**config.mk**
```make
export PLATFORM = sky130hd
export DESIGN_NAME = aer_spike_serializer
export DESIGN_NICKNAME = d
export VERILOG_FILES = /design/src/rtl/aer_spike_serializer.sv
export SDC_FILE = /design/constraint.sdc
export NUM_CORES = 1
export LEC_CHECK = 0
export ABC_CLOCK_PERIOD_IN_PS = 2390
export BUFFER_PORTS_ARGS = -buffer_cell sky130_fd_sc_hd__buf_2
export CAP_MARGIN = 20
export CORE_UTILIZATION = 60
export DETAILED_ROUTE_END_ITERATION = 8
export GPL_TIMING_DRIVEN = 0
export PLACE_DENSITY = 0.79
export SYNTH_ARGS = -nofsm -noshare
export SYNTH_HDL_FRONTEND = slang
export SYNTH_SLANG_ARGS = --single-unit
```
**constraint.sdc**
```tcl
create_clock -name clk -period 2.39 [get_ports clk]
set_clock_uncertainty 0.15 [all_clocks]
set_input_delay 0.3585 -clock clk [delete_from_list [all_inputs] [get_ports clk]]
set_output_delay 0.3585 -clock clk [all_outputs]
set_load 0.02 [all_outputs]
```
**src/rtl/aer_spike_serializer.sv**
```systemverilog
// aer_spike_serializer
//   Takes pooled output words from the convolution/pooling layer and queues
//   them in a small circular FIFO. Each spike mask is then sent out as one
//   address-event (AER) beat {x, y, channel} per set bit, on a valid/ready
//   stream. A word with the timestep flag set becomes a single marker beat.
//
// Optional feature (macro AER_EVENT_COUNT_EN):
//   When defined, adds spike_count (saturating count of accepted channel beats)
//   and timestep_count (wrapping count of accepted markers).
//
// Ports:
//   clk, rst_n        clock, asynchronous active-low reset
//   in_data           {ts, x, y, spikes[OUT_CHANNELS-1:0]}
//   in_write_enable   write strobe for in_data
//   in_full_next      registered: occupancy >= BUFFER_DEPTH-1
//   out_valid/ready   AER beat handshake
//   out_x, out_y      event coordinate
//   out_channel       channel index (0 for markers)
//   out_is_timestep   beat is a timestep marker
//   overflow          sticky: a write was dropped because the buffer was full
//
// Handshake: a beat transfers on a rising clk edge where out_valid && out_ready.
// While out_valid=1 and out_ready=0 every out_* field holds; out_valid only
// falls after a transfer (or on reset).
module aer_spike_serializer #(
   parameter int OUT_CHANNELS        = 4,
   parameter int BITS_PER_COORDINATE = 8,
   parameter int BUFFER_DEPTH        = 4,
   localparam int CW  = BITS_PER_COORDINATE - 1,
   localparam int W   = 2 * CW + OUT_CHANNELS + 1,
   localparam int CHW = (OUT_CHANNELS > 1) ? $clog2(OUT_CHANNELS) : 1
) (
   input  logic           clk,
   input  logic           rst_n,
   input  logic [W-1:0]   in_data,
   input  logic           in_write_enable,
   output logic           in_full_next,
   output logic           out_valid,
   input  logic           out_ready,
   output logic [CW-1:0]  out_x,
   output logic [CW-1:0]  out_y,
   output logic [CHW-1:0] out_channel,
   output logic           out_is_timestep,
   output logic           overflow
`ifdef AER_EVENT_COUNT_EN
   ,
   output logic [31:0]    spike_count,
   output logic [15:0]    timestep_count
`endif
);

   localparam int PW   = $clog2(BUFFER_DEPTH);
   localparam int CNTW = PW + 1;

   typedef enum logic [1:0] {S_IDLE, S_LOAD, S_EMIT} state_t;

   state_t                  state_q, state_d;
   logic [W-1:0]            mem_q [BUFFER_DEPTH];
   logic [W-1:0]            mem_d [BUFFER_DEPTH];
   logic [PW-1:0]           wr_ptr_q, wr_ptr_d, rd_ptr_q, rd_ptr_d;
   logic [CNTW-1:0]         count_q, count_d;
   logic                    full_next_q, full_next_d;
   logic                    overflow_q, overflow_d;
   logic                    ts_q, ts_d;
   logic [CW-1:0]           x_q, x_d, y_q, y_d;
   logic [OUT_CHANNELS-1:0] mask_q, mask_d;
   logic                    out_valid_q, out_valid_d;
   logic [CW-1:0]           out_x_q, out_x_d, out_y_q, out_y_d;
   logic [CHW-1:0]          out_channel_q, out_channel_d;
   logic                    out_is_ts_q, out_is_ts_d;

   logic         fifo_full, fifo_empty, push, pop, handshake;
   logic [W-1:0] head;

   // Index of the lowest set bit; scanning downward lets the lowest one win.
   function automatic logic [CHW-1:0] lowest_idx(input logic [OUT_CHANNELS-1:0] m);
      lowest_idx = '0;
      for (int i = OUT_CHANNELS - 1; i >= 0; i--) begin
         if (m[i]) lowest_idx = CHW'(i);
      end
   endfunction

   assign fifo_full  = (count_q == CNTW'(BUFFER_DEPTH));
   assign fifo_empty = (count_q == '0);
   assign pop        = (state_q == S_IDLE) && !fifo_empty;
   // A pop in the same cycle frees a slot, so a write into a full buffer is
   // still accepted then.
   assign push       = in_write_enable && (!fifo_full || pop);
   assign handshake  = out_valid_q && out_ready;
   assign head       = mem_q[rd_ptr_q];

   // Buffer bookkeeping
   always_comb begin
      mem_d      = mem_q;
      wr_ptr_d   = wr_ptr_q;
      rd_ptr_d   = rd_ptr_q;
      count_d    = count_q;
      overflow_d = overflow_q;
      if (push) begin
         mem_d[wr_ptr_q] = in_data;
         wr_ptr_d        = wr_ptr_q + 1'b1;
      end
      if (pop) rd_ptr_d = rd_ptr_q + 1'b1;
      if (in_write_enable && !push) overflow_d = 1'b1;
      case ({push, pop})
         2'b10:   count_d = count_q + 1'b1;
         2'b01:   count_d = count_q - 1'b1;
         default: count_d = count_q;
      endcase
      full_next_d = (count_d >= CNTW'(BUFFER_DEPTH - 1));
   end

   // Serializer FSM. mask_q holds the bits not yet presented, so the bit of
   // the beat currently on the bus is already cleared from it.
   always_comb begin
      state_d       = state_q;
      ts_d          = ts_q;
      x_d           = x_q;
      y_d           = y_q;
      mask_d        = mask_q;
      out_valid_d   = out_valid_q;
      out_x_d       = out_x_q;
      out_y_d       = out_y_q;
      out_channel_d = out_channel_q;
      out_is_ts_d   = out_is_ts_q;
      case (state_q)
         S_IDLE: begin
            if (pop) begin
               ts_d    = head[W-1];
               x_d     = head[W-2 -: CW];
               y_d     = head[OUT_CHANNELS+CW-1 -: CW];
               mask_d  = head[OUT_CHANNELS-1:0];
               state_d = S_LOAD;
            end
         end
         S_LOAD: begin
            if (ts_q) begin
               out_valid_d   = 1'b1;
               out_is_ts_d   = 1'b1;
               out_channel_d = '0;
               out_x_d       = x_q;
               out_y_d       = y_q;
               mask_d        = '0;
               state_d       = S_EMIT;
            end else if (mask_q == '0) begin
               state_d = S_IDLE;
            end else begin
               out_valid_d   = 1'b1;
               out_is_ts_d   = 1'b0;
               out_channel_d = lowest_idx(mask_q);
               out_x_d       = x_q;
               out_y_d       = y_q;
               mask_d        = mask_q & (mask_q - 1'b1);
               state_d       = S_EMIT;
            end
         end
         S_EMIT: begin
            if (handshake) begin
               if (mask_q != '0) begin
                  out_channel_d = lowest_idx(mask_q);
                  out_is_ts_d   = 1'b0;
                  mask_d        = mask_q & (mask_q - 1'b1);
               end else begin
                  out_valid_d = 1'b0;
                  state_d     = S_IDLE;
               end
            end
         end
         default: state_d = S_IDLE;
      endcase
   end

   always_ff @(posedge clk or negedge rst_n) begin
      if (!rst_n) begin
         state_q       <= S_IDLE;
         for (int i = 0; i < BUFFER_DEPTH; i++) mem_q[i] <= '0;
         wr_ptr_q      <= '0;
         rd_ptr_q      <= '0;
         count_q       <= '0;
         full_next_q   <= 1'b0;
         overflow_q    <= 1'b0;
         ts_q          <= 1'b0;
         x_q           <= '0;
         y_q           <= '0;
         mask_q        <= '0;
         out_valid_q   <= 1'b0;
         out_x_q       <= '0;
         out_y_q       <= '0;
         out_channel_q <= '0;
         out_is_ts_q   <= 1'b0;
      end else begin
         state_q       <= state_d;
         mem_q         <= mem_d;
         wr_ptr_q      <= wr_ptr_d;
         rd_ptr_q      <= rd_ptr_d;
         count_q       <= count_d;
         full_next_q   <= full_next_d;
         overflow_q    <= overflow_d;
         ts_q          <= ts_d;
         x_q           <= x_d;
         y_q           <= y_d;
         mask_q        <= mask_d;
         out_valid_q   <= out_valid_d;
         out_x_q       <= out_x_d;
         out_y_q       <= out_y_d;
         out_channel_q <= out_channel_d;
         out_is_ts_q   <= out_is_ts_d;
      end
   end

   assign in_full_next    = full_next_q;
   assign overflow        = overflow_q;
   assign out_valid       = out_valid_q;
   assign out_x           = out_x_q;
   assign out_y           = out_y_q;
   assign out_channel     = out_channel_q;
   assign out_is_timestep = out_is_ts_q;

`ifdef AER_EVENT_COUNT_EN
   logic [31:0] spike_count_q, spike_count_d;
   logic [15:0] ts_count_q, ts_count_d;

   always_comb begin
      spike_count_d = spike_count_q;
      ts_count_d    = ts_count_q;
      if (handshake) begin
         if (out_is_ts_q) ts_count_d = ts_count_q + 1'b1;
         else if (spike_count_q != '1) spike_count_d = spike_count_q + 1'b1;
      end
   end

   always_ff @(posedge clk or negedge rst_n) begin
      if (!rst_n) begin
         spike_count_q <= '0;
         ts_count_q    <= '0;
      end else begin
         spike_count_q <= spike_count_d;
         ts_count_q    <= ts_count_d;
      end
   end

   assign spike_count    = spike_count_q;
   assign timestep_count = ts_count_q;
`endif

endmodule

```
== Word level (Yosys, flattened, before mapping) ==
Index checks and enable logic that the tools add are counted.

* Register bits after elaboration: 124
* Logic and storage cells: 105

* Eq/ne operators: 11
* Bitwise operators: 3
* Magnitude comparators: 4
* Reductions and logical operators: 21
* $add $sub $neg: 5
* Mux-type cells: 42

{| class="wikitable"
|+ Operators by type and width
! cell !! count
|-
| bitwise mux 76 bit || 1
|-
| 2-to-1 mux 19 bit || 3
|-
| binary-select mux 19 bit (select 2 bit) || 1
|-
| demux 19 bit (select 2 bit) || 1
|-
| 2-to-1 mux 7 bit || 4
|-
| 2-to-1 mux 2 bit || 13
|-
| 2-to-1 mux 4 bit || 5
|-
| one-hot mux 4 bit (3 select lines) || 1
|-
| != test 2 bit (second input constant) || 5
|-
| 2-to-1 mux 1 bit || 8
|-
| AND reduction 4 bit || 2
|-
| >= comparator 3 bit (second input constant) || 2
|-
| inverter 2 -> 3 bit || 2
|-
| one-hot mux 2 bit (3 select lines) || 1
|-
| one-hot mux 3 bit (2 select lines) || 1
|-
| logical AND 1 bit || 5
|-
| AND reduction 5 bit || 1
|-
| adder 2 x 1 -> 2 bit (second input constant) || 2
|-
| bitwise AND 4 bit || 1
|-
| == test 2 x 1 -> 1 bit (second input constant) || 2
|-
| == test 2 bit (second input constant) || 2
|-
| logical NOT 4 bit || 1
|-
| one-hot mux 1 bit (2 select lines) || 2
|-
| one-hot mux 2 bit (2 select lines) || 1
|-
| other kinds (16) || 19
|}

== Depth between registers and ports, before layout ==
Gate-level depths: netlist (run 1).

* Word-level depth: 8
* Depth in mapped cells: 9

== Least setup slack after synthesis (run 1) ==
OpenSTA, ideal clock, no wires.

* Kind: register -> register
* Start point: register count_q[0]
* End point: register mem_q[27] (netlist name)
* Data required time: 2.115 ns
* Library setup time: 0.125 ns
* Data arrival time: 1.853 ns
* Path slack: 0.262 ns
* Period minus slack after synthesis: 2.128 ns
* Stages on the path, launching flop included: 8
* Path through: dfrtp_1 -> clkbuf_1 -> or3b_1 -> o21a_1 -> buf_6 -> nand2_4 -> buf_6 -> mux2_2

* Word-level cells in the longest chain between the ends: 5
* Elaborated cells between the ends (all ways): 7
* Classes of those cells: eq/ne: 1; reduce/logical: 6

{| class="wikitable"
|+ RTL lines
! what !! RTL line !! source
|-
| from (decl) || 61 || <nowiki>logic [CNTW-1:0] count_q, count_d;</nowiki>
|-
| from (signal assigned) || 196 || <nowiki>count_q <= count_d;</nowiki>
|-
| logical NOT 3 bit || 84 || <nowiki>assign fifo_empty = (count_q == '0);</nowiki>
|-
| logical NOT 1 bit || 85 || <nowiki>assign pop = (state_q == S_IDLE) && !fifo_empty;</nowiki>
|-
| logical AND 1 bit || 85 ||
|-
| logical OR 1 bit * || 88 || <nowiki>assign push = in_write_enable && (!fifo_full || pop);</nowiki>
|-
| logical AND 1 bit * || 88 ||
|-
| to (signal assigned) || 193 || <nowiki>mem_q <= mem_d;</nowiki>
|-
| to (decl) || 58 || <nowiki>logic [W-1:0] mem_q [BUFFER_DEPTH];</nowiki>
|}

Mark *: on every way between the ends. The rest lies on a longest branch, timed or not.
A chain may end at the register's enable or synchronous reset.

== Worst setup path in the final report (run 1) ==
* Start point: register count_q[1]
* End point: register mem_q[46] (netlist name)

The elaborated chain is that of the path after synthesis.

==> flow_summary_export.csv, run 1 <==
group,metric,value,unit
detailed_routing,postRouteAntennaNets,0,
clock_tree,cts_sinks,124,
critical_path,cp_num_buf_inv,3,
critical_path,critical_path.top_delay_family,"simple AND/OR/NAND/NOR gates",
run_status,run_status,"complete, but fails checks",
critical_path,crit_top_cell,"buf_6",
sta,slew_headroom,47.7,%
final_layout,fill_cells,516,
die,die_x,98.4,um
sta,clock.fmax,434,MHz
placed_design,dp.cells,517,
synth,synth_top_cells_by_count,"dfrtp_1, mux2_2, mux4_2",
die,num_io_pins,43,
synth,ys_types,46,
sta,rsz0062_at_grt,"true",
synth,synth_edf_count,0,
placed_design,io_buffers,42,
synth,synth_seq_cells,124,
synth,async_reset_ff_share,100,%
detailed_routing,vias,3360,
critical_path,end_kind,"flip-flop",
synth,yosysTopAreaCell,"dfrtp_1",
critical_path,timing.rr.start,"count_q[1]",
placed_design,hpwlAfterDp,6.76,mm
critical_path,worstPathRequired,2630,ps
clock_tree,clk_pin_slew_worst_paths,60,ps
die,die_y,98.4,um
placed_design,gp_congestion,0.759,
run,max-cap-violations,0,
die,dieArea,9680,um2
grt,grt_pass1_vias,3496,
detailed_routing,wl,10.7,mm
synth,synth_area,5570,um2
critical_path,cp_slowest_stage_delay,410,ps
synth,avgSynthCellArea,15.2,um2
pwr,p_leak,3.01,nW
detailed_routing,drtPass1Iterations,8,
synth,syn-num-nets,398,
pwr,power_density,1570,nW/um2
critical_path,path_cells,"buf_2, or3b_1, o21a_1, buf_6, nand2_8, buf_6, mux2_2",
pwr,ir_drop,0.000904,V
grt,grt_overflow,0,
synth,synth_top_area_share,55.7,%
critical_path,crit_slowest_cell,"or3b_1",
detailed_routing,vias_per_cell,5.89,
final_layout,layout.cells.non_filler,570,
final_layout,final_area,6840,um2
critical_path,critPathArrivalTime,2550,ps
sta,period_needed,2300,ps
die,start_util,63.0,%
final_layout,multi_input_area,2350,um2
sta,finalHoldViolations,0,
synth,syn_inst,366,
synth,yosysMostFrequentCell,"dfrtp_1",
critical_path,startpoint_type,"flip-flop",
clock_tree,ctsRootBufferMaster,"clkbuf_8",
clock_tree,cts_setup_buffers,0,
final_layout,layout.nets,481,
critical_path,startpoint,"count_q[1]",
critical_path,crit_type,"reg -> reg",
final_layout,diodes,0,
critical_path,path_max_fanout,10,
die,core,8850,um2
synth,synth_area_leaders,"dfrtp_1, mux2_2, mux4_2",
final_layout,post-route-util,77.2,%
sta,worst_pin_slew,784,ps
final_layout,area_delta_synth_final,22.7,%
clock_tree,clk_latency,520,ps
final_layout,seqCellArea,3100,um2
clock_tree,cts-htree-levels,4,
placed_design,place_area,5950,um2
clock_tree,cts_buffers,17,
die,rows,34,
grt,grt_pass1_wl,17.9,mm
clock_tree,cts_tree,"done",
hold_path,hold_path_class,"in -> async",
run_status,violations,"DRC",
sta,fin_crit_sh,96.3,%
synth,ys_warn_count,0,
grt,grt_max_degree,102,
sta,setup_viol,0,
synth,synth-seq-area-share,55.7,%
detailed_routing,routedWlPerCell,18.7,um
final_layout,drive_gt1_share,49.4,%
synth,synth_top_flop_cell,"dfrtp_1",
grt,grt_usage,24.7,%
clock_tree,clockBufferDepth,2,
sta,slew_violations,0,
detailed_routing,route.detailed.drc,2,
grt,grt_antenna_before_repair,0,
detailed_routing,drt-initial-drc-count,148,
-- power by group --
group          internal [mW]  switching, mW
combinational           2.35           1.96
sequential              3.18          0.552
clock                   1.76          0.943
total                   7.29           3.46
-- registers in the layout, summed over array words and instances (netlist names) --
signal           count
mem_q               76
out_x                7
out_y                7
x_q                  7
y_q                  7
mask_q               4
count_q              3
out_channel          2
rd_ptr_q             2
state_q              2
wr_ptr_q             2
in_full_next         1
out_is_timestep      1
out_valid            1
overflow             1
ts_q                 1
-- cell usage in the layout (no fill, tap or decap), types with 2 or more instances in the layout --
master and n:
dfrtp_1 124, mux2_2 108, buf_2 47, dlygate4sd3_1 21, mux4_2 19, clkbuf_16 16
nor2_1 10, inv_1 10, o21ai_0 8, ha_1 8, buf_6 7, nand2_1 5
nand2_8 4, bufinv_16 4, nand2b_1 3, clkbuf_1 3, xnor2_1 3, nand3_1 3
o31ai_1 3, o211ai_1 3, clkbuf_8 3, clkinvlp_4 3, inv_6 3, xor2_1 2
a31oi_1 2, o21a_1 2, a21oi_1 2, nor2b_1 2, nor3_1 2, nor4_1 2
o221ai_1 2, a22o_2 2, clkinv_2 2
-- cell type report --
| class | instances | area share (%) |
|---|---|---|
| tap | 108 | 1.98 |
| timing repair buffer | 64 | 6.64 |
| sequential | 124 | 45.4 |
| multi-input combinational | 214 | 34.4 |
| clock buffer | 19 | 6.46 |
| clock inverter | 13 | 2.75 |
| buffer | 18 | 1.83 |
| inverter | 10 | 0.549 |
-- worst paths after layout --
| check | to | slack [ps] | cells after the start |
|---|---|---|---|
| max in group asynchronous | mem_q[39] | 1240 | 3 |
| worst min-delay path | count_q[1] | 110 | 2 |
| worst max register to register | mem_q[46] | 90 | 7 |
| worst min register to register | out_is_timestep | 340 | 1 |
| worst max-delay path | mem_q[46] | 90 | 7 |
| min in group clk | count_q[2] | 230 | 4 |
-- timing repair --
action | in CTS | in global routing
gates cloned | 0 | 0
hold buffers | 21 | 0
gates resized for setup | 1 | 7
setup endpoints to repair | 1 | 33
hold endpoints to repair | 199 | 0
-- stage by stage --
step	setup TNS [ps]	power [mW]	worst slack, ps	hold slack (ps)
after floorplan	0	6.92	262	-87.1
after global placement	-81900	7.69	-667	297
after detailed placement	0	7.95	15.9	78.7
after CTS	0	10.7	7.49	110
after global routing	0	11.3	2.22	135
final	0	10.7	88.0	109
-- metal layers --
metal	global-route usage, %	part of all wire [%]	up-vias
met5	0	0	-
met2	39.5	49	84
met4	9.18	1.9	0
li1	-	-	1528
met3	6.16	3.6	21
met1	33.1	46	1727
-- cells by family after synthesis --
| group | share of synthesized area, % |
|---|---|
| adders and majority gates | 2.16 |
| buffers and inverters | 2.90 |
| DFF | 55.7 |
| xor gates and xnor gates | 0.786 |
| AOI/OAI and AO/OA | 4.42 |
| muxes | 29.5 |
| and+or+nand+nor | 4.56 |
(Power assumes the default switching activity.)
==> run 2: changes to the inputs <==
- ABC_CLOCK_PERIOD_IN_PS: 2390 -> 2700
- clock period: 2.39 -> 2.7 ns (I/O delays scaled with it)
==> run 2 against run 1 <==
Net effect: the flow still finishes with violations (DRC); routed wire length decreased by 2.3%; clock-buffer cell count unchanged; worst setup slack improved by 190 ps; cell count decreased by 3.5%; non-clock buffer count decreased by 20.
==> flow_summary_export.csv, run 2 (synthesis results as in run 1) <==
group,metric,value,unit
hold_path,hold_end,"mem_q[27]",
placed_design,io_buffers,42,
die,num_io_pins,43,
final_layout,post-route-util,74.5,%
final_layout,seqCellArea,3100,um2
final_layout,layout.nets,461,
final_layout,area_delta_synth_final,18.3,%
pwr,combPwrFrac,39.6,%
final_layout,final_cell_mix,"dfrtp_1, mux2_2, buf_2",
clock_tree,clk_latency,510,ps
clock_tree,cts_setup_buffers,0,
sta,finalHoldViolations,0,
sta,rsz0062_at_grt,"false",
placed_design,hpwlAfterDp,6.76,mm
pwr,switching_share,31.9,%
die,rows,34,
pwr,p_int,6.41,mW
pwr,power,9.41,mW
run,max-cap-violations,0,
die,die_x,98.4,um
clock_tree,cts_sinks,124,
critical_path,worstPathRequired,2950,ps
final_layout,drive_gt1_share,50.9,%
die,dieArea,9680,um2
clock_tree,cts_tree,"done",
detailed_routing,routedWlPerCell,19.0,um
grt,grt_pass1_vias,3394,
sta,hold_ws,21.1,ps
critical_path,end_kind,"flip-flop",
hold_path,worstHoldPathCells,2,
hold_path,hold_path_class,"in -> reg",
pwr,power_switching,3.00,mW
pwr,clkPwrFrac,25.3,%
grt,grt_max_degree,102,
final_layout,multi_input_area,2310,um2
detailed_routing,route.detailed.drc,1,
clock_tree,clk_pin_slew_worst_paths,60,ps
grt,grt_overflow,0,
die,die_y,98.4,um
sta,setup_viol,0,
critical_path,path_max_fanout,10,
placed_design,place_ws,326,ps
detailed_routing,drt-initial-drc-count,128,
final_layout,layout_commonest_cell,"dfrtp_1",
final_layout,fill_cells,554,
grt,grt_antenna_before_repair,0,
sta,layout_setup_ws,276,ps
placed_design,gp_congestion,0.759,
run_status,violations,"DRC",
sta,worst_pin_slew,789,ps
clock_tree,clockBufferDepth,2,
sta,period_needed,2420,ps
detailed_routing,vias_per_cell,5.89,
grt,grt_usage,24.1,%
clock_tree,cts_buffers,17,
sta,fin_crit_sh,89.8,%
critical_path,reg2reg_setup_slack,280,ps
pwr,seq_power_share,35.1,%
critical_path,crit_type,"reg -> reg",
sta,tns,0,ps
run_status,run_status,"complete, but fails checks",
pwr,ir_drop,0.000791,V
detailed_routing,vias,3237,
final_layout,largest_register_ffs,76,
pwr,p_leak,2.93,nW
detailed_routing,drtPass1Iterations,8,
critical_path,reg2reg_depth,7,
critical_path,worst_r2r_endpoint,"mask_q[0]",
die,start_util,63.0,%
detailed_routing,wl,10.4,mm
clock_tree,ctsRootBufferMaster,"clkbuf_8",
sta,slew_violations,0,
critical_path,startpoint_type,"flip-flop",
sta,clock.fmax,413,MHz
final_layout,largest-register,"mem_q",
pwr,power_density,1430,nW/um2
hold_path,hp-start,"in_data[8]",
die,core,8850,um2
critical_path,critPathArrivalTime,2670,ps
critical_path,timing.rr.start,"state_q[1]",
sta,slew_headroom,47.4,%
grt,grt_pass1_wl,17.4,mm
detailed_routing,postRouteAntennaNets,0,
clock_tree,cts-htree-levels,4,
final_layout,diodes,0,
==> run 2: metal layers <==
metal / up-vias / wire length [um] / GRT usage (%)
met5: - / 0 / 0
met4: 0 / 208 / 9.64
met3: 22 / 402 / 5.73
met2: 75 / 5110 / 38.5
met1: 1657 / 4700 / 32.2
li1: 1483 / - / -
==> run 2: power by group through the flow <==
stage	Sequential (mW)	Combinational (mW)	Clock, mW
6_report	3.30	3.73	2.38
5_1_grt	3.42	4.03	2.49
4_1_cts	3.31	3.77	2.41
3_5_place_dp	3.32	3.72	0
3_3_place_gp	3.25	3.56	0
2_1_floorplan	3.33	2.79	0
==> run 2: timing repair <==
action                                 CTS  global route
gates resized for setup                  0             0
endpoints found under the hold margin   53             0
hold buffers                             1             0
==> run 2: how the worst max path moves through the flow <==
| stage | from | to | slack (ps) | depth (start not counted) |
|---|---|---|---|---|
| after floorplan | count_q[0] | mem_q[27] | 570 | 7 |
| after global placement | rst_n | out_y[5] | -400 | 1 |
| after detailed placement | state_q[0] | mask_q[0] | 330 | 7 |
| after CTS | state_q[1] | mask_q[0] | 300 | 7 |
| after global routing | state_q[0] | mask_q[0] | 70 | 7 |
| final | state_q[1] | mask_q[0] | 280 | 7 |
==> run 2: stage by stage <==
| step | instances | instance area (um2) |
|---|---|---|
| 3_3_place_gp | 516 | 5920 |
| 4_1_cts | 550 | 6590 |
| 3_5_place_dp | 517 | 5950 |
| 5_1_grt | 550 | 6590 |
| 2_1_floorplan | 366 | 5570 |
| 6_report | 550 | 6590 |
==> run 2: worst max-delay path, cell delays in order (launching register included) <==
cell and delay (ps):
dfrtp_1 420, inv_1 90, ha_1 230, buf_2 240, nor4b_1 480, nor2_1 170, o21ai_1 170, mux2_2 360
==> run 2: area by class of cell <==
| cell class | instances | share of cell area, % |
|---|---|---|
| multi-input cells | 214 | 35.0 |
| inverters | 10 | 0.569 |
| flip-flops and latches | 124 | 47.1 |
| clock buffers | 19 | 6.70 |
| clock inverters | 13 | 2.85 |
| plain buffers | 18 | 1.88 |
| repair buffers | 44 | 3.85 |
| well taps | 108 | 2.05 |
